$ cat config.mk
export PLATFORM = sky130hd
export DESIGN_NAME = arbitro_scheduler_flat
export DESIGN_NICKNAME = d
export VERILOG_FILES = /design/src/rtl/arbitro_pkg.sv /design/src/rtl/arbitro_scheduler_if.sv /design/src/rtl/arbitro_elig.sv /design/src/rtl/arbitro_scheduler.sv /design/src/flat_wrapper.sv
export SDC_FILE = /design/constraint.sdc
export NUM_CORES = 1
export LEC_CHECK = 0
export ABC_AREA = 1
export CAP_MARGIN = 25
export CORE_UTILIZATION = 48
export CTS_CLUSTER_SIZE = 10
export DETAILED_ROUTE_END_ITERATION = 10
export PLACE_DENSITY = 0.83
export SLEW_MARGIN = 5
export SYNTH_ARGS = -nofsm -noshare
export SYNTH_HDL_FRONTEND = slang
export SYNTH_SLANG_ARGS = --single-unit
export TNS_END_PERCENT = 5
$ cat constraint.sdc
create_clock -name clk -period 3 [get_ports clk]
set_input_delay 0.75 -clock clk [delete_from_list [all_inputs] [get_ports clk]]
set_output_delay 0.75 -clock clk [all_outputs]
set_load 0.005 [all_outputs]
$ cat src/rtl/arbitro_pkg.sv
// Shared definitions for the two-VC routing arbiter: word geometry, scheduler
// state encoding and destination-bit extraction.
package arbitro_pkg;

    localparam int unsigned WIDTH    = 6;
    localparam int unsigned DEST_BIT = 4;

    typedef enum logic {
        StActive = 1'b0,
        StStarve = 1'b1
    } sched_state_e;

    function automatic logic dest_of(input logic [WIDTH-1:0] head);
        return head[DEST_BIT];
    endfunction

endpackage

$ cat src/rtl/arbitro_scheduler_if.sv
// FIFO/pause/datapath signal bundle of the pop scheduler.
// The slave modport is the scheduler side; master is the FIFO/datapath side.
interface arbitro_scheduler_if
    import arbitro_pkg::*;
#(
    parameter int unsigned STALL_W = 8
);
    logic [WIDTH-1:0]   VC0_head;
    logic [WIDTH-1:0]   VC1_head;
    logic               VC0_empty;
    logic               VC1_empty;
    logic               D0_pause;
    logic               D1_pause;
    logic               VC0_pop;
    logic               VC1_pop;
    logic               pop_delay_VC0;
    logic               pop_delay_VC1;
    logic               destiny;
    logic               idle;
    logic [STALL_W-1:0] stall_cnt;

    modport master (
        output VC0_head, VC1_head, VC0_empty, VC1_empty, D0_pause, D1_pause,
        input  VC0_pop, VC1_pop, pop_delay_VC0, pop_delay_VC1, destiny, idle, stall_cnt
    );

    modport slave (
        input  VC0_head, VC1_head, VC0_empty, VC1_empty, D0_pause, D1_pause,
        output VC0_pop, VC1_pop, pop_delay_VC0, pop_delay_VC1, destiny, idle, stall_cnt
    );

endinterface

$ cat src/rtl/arbitro_elig.sv
// Combinational eligibility of one VC: non-empty and its head's destination
// not paused.
module arbitro_elig
    import arbitro_pkg::*;
(
    input  logic [WIDTH-1:0] head_i,
    input  logic             empty_i,
    input  logic             d0_pause_i,
    input  logic             d1_pause_i,
    output logic             elig_o
);

    assign elig_o = !empty_i && !(dest_of(head_i) ? d1_pause_i : d0_pause_i);

endmodule

$ cat src/rtl/arbitro_scheduler.sv
// Pop scheduler: VC0 strict priority with a starvation guard for VC1, skipping
// VCs whose head destination is paused.
module arbitro_scheduler
    import arbitro_pkg::*;
#(
    parameter int unsigned STARVE_LIMIT = 4,
    parameter int unsigned STALL_W      = 8
) (
    input  logic                clk,
    input  logic                reset_L,
    arbitro_scheduler_if.slave  bus
);

    localparam logic [3:0]         StarveLim = 4'(STARVE_LIMIT);
    localparam logic [STALL_W-1:0] StallMax  = {STALL_W{1'b1}};

    logic elig0, elig1;
    logic vc0_pop, vc1_pop;

    sched_state_e       state_q, state_d;
    logic [3:0]         starve_q, starve_d;
    logic [STALL_W-1:0] stall_q, stall_d;
    logic               pd0_q, pd1_q;
    logic               destiny_q, destiny_d;
    logic               idle_q;

    arbitro_elig u_elig0 (
        .head_i     (bus.VC0_head),
        .empty_i    (bus.VC0_empty),
        .d0_pause_i (bus.D0_pause),
        .d1_pause_i (bus.D1_pause),
        .elig_o     (elig0)
    );

    arbitro_elig u_elig1 (
        .head_i     (bus.VC1_head),
        .empty_i    (bus.VC1_empty),
        .d0_pause_i (bus.D0_pause),
        .d1_pause_i (bus.D1_pause),
        .elig_o     (elig1)
    );

    always_comb begin
        vc0_pop   = 1'b0;
        vc1_pop   = 1'b0;
        starve_d  = starve_q;
        state_d   = state_q;
        stall_d   = stall_q;
        destiny_d = destiny_q;

        if (reset_L) begin
            if (state_q == StStarve) begin
                if (elig1)      vc1_pop = 1'b1;
                else if (elig0) vc0_pop = 1'b1;
            end else begin
                if (elig0)      vc0_pop = 1'b1;
                else if (elig1) vc1_pop = 1'b1;
            end
        end

        // Run length of VC0 grants taken while VC1 was waiting.
        if (vc1_pop || !elig1) begin
            starve_d = 4'd0;
        end else if (vc0_pop && starve_q != StarveLim) begin
            starve_d = starve_q + 4'd1;
        end

        unique case (state_q)
            StActive: if (starve_d == StarveLim) state_d = StStarve;
            StStarve: if (vc1_pop || !elig1)    state_d = StActive;
        endcase

        if ((!bus.VC0_empty || !bus.VC1_empty) && !elig0 && !elig1 && stall_q != StallMax) begin
            stall_d = stall_q + 1'b1;
        end

        if (vc0_pop)      destiny_d = dest_of(bus.VC0_head);
        else if (vc1_pop) destiny_d = dest_of(bus.VC1_head);
    end

    always_ff @(posedge clk) begin
        if (!reset_L) begin
            state_q   <= StActive;
            starve_q  <= 4'd0;
            stall_q   <= '0;
            pd0_q     <= 1'b0;
            pd1_q     <= 1'b0;
            destiny_q <= 1'b0;
            idle_q    <= 1'b1;
        end else begin
            state_q   <= state_d;
            starve_q  <= starve_d;
            stall_q   <= stall_d;
            pd0_q     <= vc0_pop;
            pd1_q     <= vc1_pop;
            destiny_q <= destiny_d;
            idle_q    <= !(vc0_pop || vc1_pop);
        end
    end

    assign bus.VC0_pop       = vc0_pop;
    assign bus.VC1_pop       = vc1_pop;
    assign bus.pop_delay_VC0 = pd0_q;
    assign bus.pop_delay_VC1 = pd1_q;
    assign bus.destiny       = destiny_q;
    assign bus.idle          = idle_q;
    assign bus.stall_cnt     = stall_q;

endmodule

$ cat src/flat_wrapper.sv
// flat-port wrapper written by rule: the top's interface ports become plain ports
module arbitro_scheduler_flat import arbitro_pkg::*;
#(
    parameter int unsigned STARVE_LIMIT = 4,
    parameter int unsigned STALL_W      = 8
)
  (clk, reset_L, bus_VC0_head, bus_VC1_head, bus_VC0_empty, bus_VC1_empty, bus_D0_pause, bus_D1_pause, bus_VC0_pop, bus_VC1_pop, bus_pop_delay_VC0, bus_pop_delay_VC1, bus_destiny, bus_idle, bus_stall_cnt);
  arbitro_scheduler_if #(.STALL_W(STALL_W)) bus_i ();
  input  logic clk;
  input  logic reset_L;
  input wire logic [$bits(bus_i.VC0_head)-1:0] bus_VC0_head;
  input wire logic [$bits(bus_i.VC1_head)-1:0] bus_VC1_head;
  input wire logic [$bits(bus_i.VC0_empty)-1:0] bus_VC0_empty;
  input wire logic [$bits(bus_i.VC1_empty)-1:0] bus_VC1_empty;
  input wire logic [$bits(bus_i.D0_pause)-1:0] bus_D0_pause;
  input wire logic [$bits(bus_i.D1_pause)-1:0] bus_D1_pause;
  output wire logic [$bits(bus_i.VC0_pop)-1:0] bus_VC0_pop;
  output wire logic [$bits(bus_i.VC1_pop)-1:0] bus_VC1_pop;
  output wire logic [$bits(bus_i.pop_delay_VC0)-1:0] bus_pop_delay_VC0;
  output wire logic [$bits(bus_i.pop_delay_VC1)-1:0] bus_pop_delay_VC1;
  output wire logic [$bits(bus_i.destiny)-1:0] bus_destiny;
  output wire logic [$bits(bus_i.idle)-1:0] bus_idle;
  output wire logic [$bits(bus_i.stall_cnt)-1:0] bus_stall_cnt;
  assign bus_i.VC0_head = bus_VC0_head;
  assign bus_i.VC1_head = bus_VC1_head;
  assign bus_i.VC0_empty = bus_VC0_empty;
  assign bus_i.VC1_empty = bus_VC1_empty;
  assign bus_i.D0_pause = bus_D0_pause;
  assign bus_i.D1_pause = bus_D1_pause;
  assign bus_VC0_pop = bus_i.VC0_pop;
  assign bus_VC1_pop = bus_i.VC1_pop;
  assign bus_pop_delay_VC0 = bus_i.pop_delay_VC0;
  assign bus_pop_delay_VC1 = bus_i.pop_delay_VC1;
  assign bus_destiny = bus_i.destiny;
  assign bus_idle = bus_i.idle;
  assign bus_stall_cnt = bus_i.stall_cnt;
  arbitro_scheduler #(.STARVE_LIMIT(STARVE_LIMIT), .STALL_W(STALL_W)) u_core (.clk(clk), .reset_L(reset_L), .bus(bus_i));
endmodule
==> impl_metrics.csv <==
group,metric,value,unit
status,outcome,"finished clean",
die,coreArea,1800,sq um
critical_path,crit_type,"primary input to output pin",
clock_tree,clk_latency,290,ps
critical_path,cpMaxStageDelayCell,"clkdlybuf4s50_1",
sta,slew-limit-headroom,83.5,%
critical_path,crit_fanout,2,
grt,grt_max_degree,10,
grt,antenna_found_initial,0,
clock_tree,clk_pin_slew_worst_paths,90,ps
yosys,synth_nets,150,
sta,setup_violations,0,
power_and_ir_drop,power,0.446,mW
sta,holdWs,513,ps
place,place_area,1260,sq um
power_and_ir_drop,power_frac_seq,53.5,%
power_and_ir_drop,clock_power_share,27.3,%
yosys,synth_edf_count,0,
grt,grt_pass1_vias,813,
yosys,synth_top_cell_by_area,"dfxtp_1",
sta,slew_viol_final,0,
clock_tree,cts_buffers,3,
detailed_routing,drc_errors,0,
die,io_pins,32,
sta,fin_crit_sh,97.0,%
flow_run,drv_cap,0,
yosys,ys_types,24,
critical_path,critical_path.top_delay_family,"buffers and inverters",
clock_tree,clockBufferDepth,2,
sta,finalClockSkew,3.21,ps
power_and_ir_drop,p_comb_share,19.2,%
power_and_ir_drop,p_sw,0.119,mW
yosys,synth_most_common_cell,"nand2_1",
clock_tree,htreeDepth,1,
sta,min_period,2910,ps
die,dieArea,2210,sq um
yosys,ys_seq_elements,17,
power_and_ir_drop,p_sw_share,26.7,%
clock_tree,hold_buffers,0,
yosys,synth.cell_area,971,sq um
critical_path,path_cells,"clkdlybuf4s50_1, inv_1, nand2_2, nand3_4, nor2_8, nand2_2, inv_1, clkdlybuf4s50_1",
power_and_ir_drop,intPower,0.327,mW
die,start_util,53.9,%
yosys,yosysSeqAreaShare,35.1,%
cells_and_area,area_delta_synth_final,33.6,%
yosys,syn_area_per_cell,7.53,sq um
hold_path,hold_class,"flop to flop",
cells_and_area,diodes,0,
detailed_routing,dr.pass1.iters,4,
sta,fmax,0.344,GHz
cells_and_area,seqCellArea,340,sq um
detailed_routing,vias,948,
yosys,synthCells,129,
yosys,yosys_warnings,0,
grt,grt_pass1_wl,3.26,mm
cells_and_area,drive_gt1_share,16.7,%
yosys,yosysTopAreaCellShare,35.1,%
critical_path,cp_slowest_stage_delay,490,ps
detailed_routing,wl,2.14,mm
die,fp.dieH,47.0,um
die,dieWidth,47.0,um
sta,hold_violations,0,
yosys,synth_ff_type,"dfxtp_1",
power_and_ir_drop,leakagePower,0.582,nW
grt,overflow,0,
cells_and_area,fillers,141,
place,dpl.hpwl,1.68,mm
sta,tightest_slew,246,ps
detailed_routing,antenna_left,0,
sta,grt_setup_unrepaired,"false",
yosys,synthArstFlopShare,0,%
detailed_routing,dr.first_iter.drc_count,30,
critical_path,critPathLaunchType,"primary input",
place,portBuffers,21,
critical_path,arrival,2160,ps
yosys,ys_top_cells_by_area,"dfxtp_1, nand2_1, inv_1",
power_and_ir_drop,p_per_area,344,nW/um^2
cells_and_area,num-nets-final,184,
critical_path,path_buf_inv,4,
cells_and_area,multiInputGateArea,559,sq um
sta,tns,0,ps
critical_path,critical_path_required,2250,ps
detailed_routing,avgViaCountPerCell,5.07,
critical_path,end_kind,"output pin",
power_and_ir_drop,ir_drop,0.210,mV
grt,grt.total_usage,21.3,%
clock_tree,cts_tree,"yes",
cells_and_area,stdcell_area,1300,sq um
place,place.gp.congestion,0.848,
clock_tree,cts.sinks,17,
detailed_routing,post_drt_wl_per_cell,11.4,um
die,rows,15,
clock_tree,cts_root_buf,"clkbuf_4",
yosys,synth_common_cells,"nand2_1, dfxtp_1, inv_1, nor2_1, a21oi_1",
## worst reg2reg max path: cells and delay by family (launching register included)
family / cells / cell delay, ps
fa+ha+maj: 1 / 210
buf+inv: 1 / 90
flops: 1 / 420
simple gates: 6 / 620
## placed cells by master (no fill, tap or decap)
cell type        instances
nor2_4                   1
nor3_2                   2
a21oi_1                  9
nand2_1                 31
xnor2_1                  2
dlygate4sd2_1            1
clkdlybuf4s50_1         20
nand4_1                  7
clkinv_1                 1
clkbuf_4                 3
nor2_8                   1
nand3_2                  2
inv_2                    1
nor3_1                   1
nand3_1                  7
o21ai_0                  2
nand4_4                  1
o21ai_1                  2
nand3_4                  1
clkbuf_1                 1
nand2_2                  5
dfxtp_1                 17
buf_4                    8
nor2_1                  10
ha_1                     3
inv_1                   17
xor2_1                   4
nor3b_2                  1
nand4_2                  1
## area by class of cell
| type | count | area share, % |
|---|---|---|
| inverters | 19 | 5.50 |
| well taps | 25 | 2.41 |
| flip-flops and latches | 17 | 26.2 |
| multi-input cells | 93 | 43.1 |
| repair buffers | 29 | 20.7 |
| clock buffers | 4 | 2.03 |
## final timing paths
check                     startpoint                       to  slack [ps]  depth (start not counted)
max reg2reg       u_core.starve_q[0]           u_core.state_q        1580                          8
min          u_core.bus.stall_cnt[6]  u_core.bus.stall_cnt[6]         510                          2
min reg2reg  u_core.bus.stall_cnt[6]  u_core.bus.stall_cnt[6]         510                          2
max                  bus_VC0_head[4]              bus_VC0_pop          90                          8
## logic make-up (layout without fill, tap and decap cells)
kind of cell               count (synthesis)  in the layout  share of synthesized area [%]
AOI/OAI and AO/OA                         13             13                           6.70
xor gates and xnor gates                   6              6                           5.41
adders and majority gates                  3              3                           3.87
buffers and inverters                     19             52                           7.34
DFF                                       17             17                           35.1
and+or+nand+nor                           71             71                           41.6
## metal layers
metal / vias to the layer above / global-route usage (%) / wire length, um
li1: 489 / - / -
met1: 410 / 24.4 / 913
met2: 39 / 37.2 / 1030
met3: 10 / 4.23 / 138
met4: 0 / 10.9 / 54
met5: - / 0 / 0
## what timing repair did
item	in CTS	in global routing
hold endpoints to repair	0	0
buffers inserted	0	1
setup endpoints to repair	1	1
resized for setup	1	0
## per-stage QoR
step | worst slack, ps | instances | util [%]
floorplan | 1010 | 129 | -
global placement | 74.0 | 182 | 70.2
detailed placement | -24.9 | 182 | 70.2
CTS | 68.7 | 186 | 71.6
global route | 16.0 | 187 | 72.0
finish | 89.4 | 187 | 72.0
## flip-flops by register name, summed over array words and instances, names as in the netlist
register	flops
u_core.bus.pop_delay_VC1	1
u_core.bus.pop_delay_VC0	1
u_core.bus.stall_cnt	8
u_core.starve_q	4
u_core.bus.destiny	1
u_core.state_q	1
u_core.bus.idle	1
## power by group through the flow
stage | Sequential [mW] | Clock [mW] | Combinational [mW]
global placement | 0.243 | 0 | 0.0821
finish | 0.238 | 0.122 | 0.0857
CTS | 0.238 | 0.124 | 0.0846
detailed placement | 0.243 | 0 | 0.0847
global route | 0.239 | 0.135 | 0.0946
floorplan | 0.243 | 0 | 0.0407
No activity file was read; power rests on OpenSTA's default activity.
